--- config.mk ---
export PLATFORM = sky130hd
export DESIGN_NAME = encoder_emulator
export DESIGN_NICKNAME = d
export VERILOG_FILES = /design/src/rtl/encoder_emulator.sv
export SDC_FILE = /design/constraint.sdc
export NUM_CORES = 1
export LEC_CHECK = 0
export CAP_MARGIN = 20
export CORE_MARGIN = 3
export CORE_UTILIZATION = 38
export CTS_BUF_LIST = sky130_fd_sc_hd__clkbuf_16
export DETAILED_ROUTE_END_ITERATION = 8
export GPL_ROUTABILITY_DRIVEN = 0
export PLACE_DENSITY = 0.62
export SLEW_MARGIN = 20
export SYNTH_ARGS = -nofsm -noshare
export SYNTH_HDL_FRONTEND = slang
export SYNTH_SLANG_ARGS = --single-unit
--- constraint.sdc ---
create_clock -name AE_CLK -period 7.3 [get_ports AE_CLK]
set_input_delay 1.46 -clock AE_CLK [delete_from_list [all_inputs] [get_ports AE_CLK]]
set_output_delay 1.46 -clock AE_CLK [all_outputs]
set_load 0.02 [all_outputs]
--- src/rtl/encoder_emulator.sv ---
// encoder_emulator: programmable-rate angular-encoder square-wave source with load handshake; optional ENC_SWEEP_EN half-period sweep
module encoder_emulator #(
  parameter int HALF_W       = 16,
  parameter int DEFAULT_HALF = 260,
  parameter int SWEEP_MIN    = 40
) (
  input  logic              AE_CLK,
  input  logic              RST,
  input  logic              Enable,
  input  logic [HALF_W-1:0] Half_Period,
  input  logic              Load,
  output logic              Load_Ack,
  output logic              AngularEncoder,
  output logic              Edge_Pulse,
  output logic [HALF_W-1:0] Edge_Count,
  output logic              Busy
);
  typedef enum logic {IDLE, RUN} state_t;
  state_t state;
  logic [HALF_W-1:0] cnt, active_half, pend, cur, eff;
  logic pend_valid, tog, start;
  assign eff   = pend_valid ? pend : active_half;
  assign start = state == IDLE && Enable && eff != '0;
  assign tog   = state == RUN && Enable && cnt == cur - HALF_W'(1);
  assign Busy  = state == RUN;
`ifdef ENC_SWEEP_EN
  logic phase;
  // sweep the running half-period from SWEEP_MIN up to the committed ceiling, one step per full period
  always_ff @(posedge AE_CLK or posedge RST)
    if (RST) begin
      cur   <= HALF_W'(DEFAULT_HALF);
      phase <= 1'b0;
    end else if (start) begin
      cur   <= eff <= HALF_W'(SWEEP_MIN) ? eff : HALF_W'(SWEEP_MIN);
      phase <= 1'b0;
    end else if (tog) begin
      phase <= ~phase;
      if (phase)
        cur <= eff <= HALF_W'(SWEEP_MIN) ? eff : cur >= eff ? HALF_W'(SWEEP_MIN) : cur + HALF_W'(1);
    end
`else
  assign cur = active_half;
`endif
  // run/idle control, half-period counting, pending-load commit and handshake
  always_ff @(posedge AE_CLK or posedge RST)
    if (RST) begin
      state          <= IDLE;
      cnt            <= '0;
      active_half    <= HALF_W'(DEFAULT_HALF);
      pend           <= '0;
      pend_valid     <= 1'b0;
      AngularEncoder <= 1'b0;
      Edge_Pulse     <= 1'b0;
      Edge_Count     <= '0;
      Load_Ack       <= 1'b0;
    end else begin
      Load_Ack   <= Load;
      Edge_Pulse <= tog;
      if (state == IDLE) begin
        cnt <= '0;
        if (start) begin
          state       <= RUN;
          active_half <= eff;
          pend_valid  <= 1'b0;
        end
      end else if (!Enable) begin
        state <= IDLE;
        cnt   <= '0;
      end else if (tog) begin
        cnt            <= '0;
        AngularEncoder <= ~AngularEncoder;
        Edge_Count     <= Edge_Count + HALF_W'(1);
        if (pend_valid) begin
          active_half <= pend;
          pend_valid  <= 1'b0;
          if (pend == '0) state <= IDLE;
        end
      end else begin
        cnt <= cnt + HALF_W'(1);
      end
      // a load sampled on a commit edge survives as the next pending value
      if (Load) begin
        pend       <= Half_Period;
        pend_valid <= 1'b1;
      end
    end
endmodule

==> metrics.txt <==
# TYPE chip_impl_metric gauge
chip_impl_metric{name="layout-drive-gt1-share",unit="%"} 11.35
chip_impl_metric{name="synthesized_nets",unit=""} 458
chip_impl_metric{name="global_route.overflow_total",unit=""} 0
chip_impl_metric{name="crit_arrival",unit="ps"} 3510
chip_impl_info{name="main_combinational_cell_family_by_area_after_synthesis",value="simple AND/OR/NAND/NOR gates"} 1
chip_impl_metric{name="detail_route.first_pass.iterations",unit=""} 5
chip_impl_metric{name="flow.area_growth_from_synthesis",unit="%"} 18.61
chip_impl_metric{name="ant_nets",unit=""} 0
chip_impl_metric{name="num_vias",unit=""} 3301
chip_impl_metric{name="synth_edf_count",unit=""} 0
chip_impl_metric{name="max_freq",unit="MHz"} 303.4
chip_impl_info{name="root_buffer",value="clkbuf_16"} 1
chip_impl_metric{name="chipHeight",unit="um"} 109.6
chip_impl_metric{name="grt_first_pass_wirelength",unit="mm"} 15.44
chip_impl_info{name="critPathCaptureType",value="flip-flop"} 1
chip_impl_metric{name="fin_crit_sh",unit="%"} 45.15
chip_impl_metric{name="tightest_slew",unit="ps"} 892.4
chip_impl_info{name="run_status",value="completed"} 1
chip_impl_metric{name="power_frac_seq",unit="%"} 43.7
chip_impl_metric{name="finalNetCount",unit=""} 476
chip_impl_metric{name="synth.avg_cell_area",unit="sq um"} 9.368
chip_impl_metric{name="setup_viol",unit=""} 0
chip_impl_metric{name="rrSetupSlack",unit="ps"} 4000
chip_impl_metric{name="totalPowerFinal",unit="W"} 0.001060
chip_impl_metric{name="synthAdderAreaFrac",unit="%"} 0.9211
chip_impl_metric{name="wl",unit="mm"} 9.146
chip_impl_metric{name="start_util",unit="%"} 39.30
chip_impl_info{name="critPathLaunch",value="active_half[0]"} 1
chip_impl_metric{name="cts_hold_buffers",unit=""} 0
chip_impl_metric{name="clockBufferDepth",unit=""} 2
chip_impl_metric{name="postPlaceCellArea",unit="sq um"} 4518
chip_impl_info{name="postSynth.topFlopCell",value="dfrtp_1"} 1
chip_impl_metric{name="ff2ff_path_depth",unit=""} 10
chip_impl_metric{name="grt_max_degree",unit=""} 70
chip_impl_metric{name="die_width",unit="um"} 109.6
chip_impl_metric{name="max-vdd-ir-drop",unit="V"} 0.0001240
chip_impl_metric{name="route.detailed.drc",unit=""} 0
chip_impl_metric{name="crit_fanout",unit=""} 50
chip_impl_info{name="hold_class",value="reg -> reg"} 1
chip_impl_metric{name="io_buffer_count",unit=""} 39
chip_impl_metric{name="core_footprint",unit="sq um"} 10370
chip_impl_info{name="critPathLaunchType",value="flip-flop"} 1
chip_impl_metric{name="setup_tns",unit="ps"} 0
chip_impl_metric{name="ys_ff_latch",unit=""} 69
chip_impl_info{name="timing_worst_setup_path_type",value="reg -> reg"} 1
chip_impl_metric{name="drt_first_iter_violations",unit=""} 137
chip_impl_metric{name="comb_power_share",unit="%"} 15.3
chip_impl_metric{name="synth_compound_gate_area_share",unit="%"} 11.70
chip_impl_metric{name="cts_resized",unit=""} 0
chip_impl_metric{name="initial_antenna_violation_count",unit=""} 0
chip_impl_metric{name="utilization",unit="%"} 46.61
chip_impl_metric{name="synthDistinctLibCells",unit=""} 53
chip_impl_metric{name="p_clk_share",unit="%"} 41.0
chip_impl_metric{name="critical_path_required",unit="ps"} 7520
chip_impl_metric{name="viasPerCell",unit=""} 5.557
chip_impl_metric{name="antenna_cells",unit=""} 0
chip_impl_metric{name="fraction_of_synthesis_flops_using_an_asynchronous_set_or_reset_pin",unit="%"} 100.0
chip_impl_metric{name="clock_skews",unit="ps"} 9.069
chip_impl_metric{name="yosys-mux-area-fraction",unit="%"} 4.943
chip_impl_metric{name="floorplan.die_area",unit="sq um"} 12000
chip_impl_metric{name="hold_viol",unit=""} 0
chip_impl_metric{name="fp-row-count",unit=""} 37
chip_impl_metric{name="static-leakage-power",unit="nW"} 1.941
chip_impl_metric{name="clock_sink_count",unit=""} 69
chip_impl_metric{name="synth_simple_gate_area_share",unit="%"} 25.54
chip_impl_metric{name="switching_power_total",unit="W"} 0.0003053
chip_impl_metric{name="power.density_cell_area",unit="nW/um^2"} 219.3
chip_impl_metric{name="proportion_of_synthesized_chip_area_in_sequential_cells",unit="%"} 42.43
chip_impl_metric{name="internal-power",unit="W"} 0.0007547
chip_impl_info{name="rsz0062_at_grt",value="no"} 1
chip_impl_metric{name="numCtsBuffers",unit=""} 9
chip_impl_metric{name="max_cap_viol_count",unit=""} 0
chip_impl_metric{name="clk-insertion-delay-late",unit="ps"} 330
chip_impl_metric{name="finalCriticalPeriod",unit="ps"} 3296
chip_impl_metric{name="post_synth_xor_area_fraction",unit="%"} 10.10
chip_impl_metric{name="post_drt_wl_per_cell",unit="um"} 15.40
chip_impl_metric{name="fin_area",unit="sq um"} 4833
chip_impl_info{name="regToRegStartpoint",value="active_half[0]"} 1
chip_impl_info{name="tritoncts_clock_tree",value="yes"} 1
chip_impl_info{name="crit-reg2reg-capture",value="Edge_Count[1]"} 1
chip_impl_metric{name="h-tree-depth",unit=""} 3
chip_impl_metric{name="dp_hpwl",unit="mm"} 6.197
chip_impl_metric{name="sw_ratio",unit="%"} 28.81
chip_impl_info{name="endpoint",value="Edge_Count[1]"} 1
chip_impl_metric{name="gr-usage-all-layers",unit="%"} 16.04
chip_impl_metric{name="postCtsSetupRepairBufs",unit=""} 0
chip_impl_metric{name="boundaryPins",unit=""} 40
chip_impl_metric{name="worst_setup_hold_path_clk_slew",unit="ps"} 60
chip_impl_metric{name="max-slew-margin-rel",unit="%"} 40.51
chip_impl_metric{name="ys.warnings.count",unit=""} 0
chip_impl_metric{name="final_max_slew_viol_count",unit=""} 0
chip_impl_metric{name="synth_area",unit="sq um"} 4075
chip_impl_metric{name="post_synth_inst_count",unit=""} 435
chip_impl_metric{name="first_global_vias",unit=""} 3167
==> Yosys cell counts, types with 2 or more instances <==
master    number  area, sq um
o211a_1        2        20.02
xor2_1        23        201.4
nor4_1        12        75.07
nor4_2         4        50.05
dfstp_2        2        52.55
ha_1           3        37.54
or4_1          6        45.04
inv_1          7        26.28
a21oi_1        7        35.03
a22oi_1        2        15.01
nand2_1       27        101.4
o311ai_0      16        140.1
buf_1          2        7.510
or2_2          3        18.77
and3_1         9        56.30
clkbuf_1      27        101.4
xnor2_1       24        210.2
nor2_1        47        176.4
o21ai_0        5        25.02
nor3_1        11        55.05
nand4_1        8        50.05
nand3_1       33        165.2
a311oi_1      16        140.1
a32oi_1        2        17.52
dfrtp_1       67         1677
mux2_2        16        180.2
nor2b_1       19        118.9
buf_2          7        35.03
and4_1         2        17.52
or3b_2         2        17.52
nor3b_1        2        15.01
==> flip-flops by register name (all words and copies together), names as in the netlist <==
name            flops
pend               16
Edge_Pulse          1
active_half        16
AngularEncoder      1
Load_Ack            1
Busy                1
Edge_Count         16
cnt                16
pend_valid          1
==> metrics by stage <==
stage | hold WS, ps | instances | setup WS [ps]
final | 476.0 | 594 | 4004
after global routing | 496.3 | 594 | 3803
after CTS | 477.4 | 593 | 4049
after detailed placement | 460.1 | 577 | 3722
after global placement | 458.5 | 577 | 3780
after floorplan | 494.8 | 435 | 4103
==> power by group through the flow <==
stage	Sequential [W]	Clock (W)	Combinational (W)
floorplan	0.000438	0	0.000144
global placement	0.000467	0	0.000153
detailed placement	0.000470	0	0.000159
CTS	0.000462	0.000448	0.000160
global route	0.000470	0.000460	0.000182
finish	0.000464	0.000435	0.000162
==> worst min-delay path by stage <==
| stage | from | end | cells after the start |
|---|---|---|---|
| 2_1_floorplan | pend[9] | pend[9] | 1 |
| 3_5_place_dp | Edge_Count[15] | Edge_Count[15] | 1 |
| 5_1_grt | Edge_Count[15] | Edge_Count[15] | 1 |
| 6_report | Edge_Count[15] | Edge_Count[15] | 1 |
| 4_1_cts | Edge_Count[15] | Edge_Count[15] | 1 |
| 3_3_place_gp | Edge_Count[15] | Edge_Count[15] | 1 |
==> critical path: stages (launching register included) <==
cell      delay (ps)
dfrtp_1          460
inv_1            110
ha_1             200
or3b_2           580
xnor2_1          170
o211a_1          240
a221oi_1         320
nand4_1          120
buf_4            280
or2_1            340
mux2_1           320
==> placed cells by master, fill, tap and decap left out, types with 3 or more instances in the layout <==
master	synthesis	layout
nor3_1	11	11
dfrtp_1	67	67
or2_2	3	3
xnor2_1	24	24
buf_4	1	4
nand4_1	8	8
nor2b_1	19	19
clkdlybuf4s50_1	0	39
nor2_1	47	47
mux2_2	16	16
and3_1	9	9
a311oi_1	16	16
o21ai_0	5	5
nand3_1	33	33
or4_1	6	6
o311ai_0	16	16
nor4_1	12	12
nand2_1	27	27
xor2_1	23	23
nor4_2	4	4
ha_1	3	3
inv_1	7	7
a21oi_1	7	7
clkbuf_16	0	9
==> cell families after synthesis <==
group	count (synthesis)
compound gates	61
xor+xnor	47
fa+ha+maj	3
buf+inv	44
flops	69
mux	18
simple gates	193
==> cell type report <==
cell class / instances / area (sq um)
Inverter: 7 / 26.28
Tap cell: 136 / 170.2
Fill cell: 1015 / 5537
Sequential cell: 69 / 1729
Clock inverter: 7 / 75.07
Timing Repair Buffer: 44 / 435.4
Multi-Input combinational cell: 322 / 2172
Clock buffer: 9 / 225.2
==> routing by layer <==
layer | share of wire (%) | track usage [%] | wire length (um) | vias up
li1 | - | - | - | 1630
met1 | 48 | 21.73 | 4387 | 1596
met2 | 47 | 25.15 | 4292 | 65
met3 | 3.8 | 3.699 | 350 | 10
met4 | 1.3 | 5.699 | 115 | 0
met5 | 0 | 0 | 0 | -
Power figures use the tool's default switching activity.
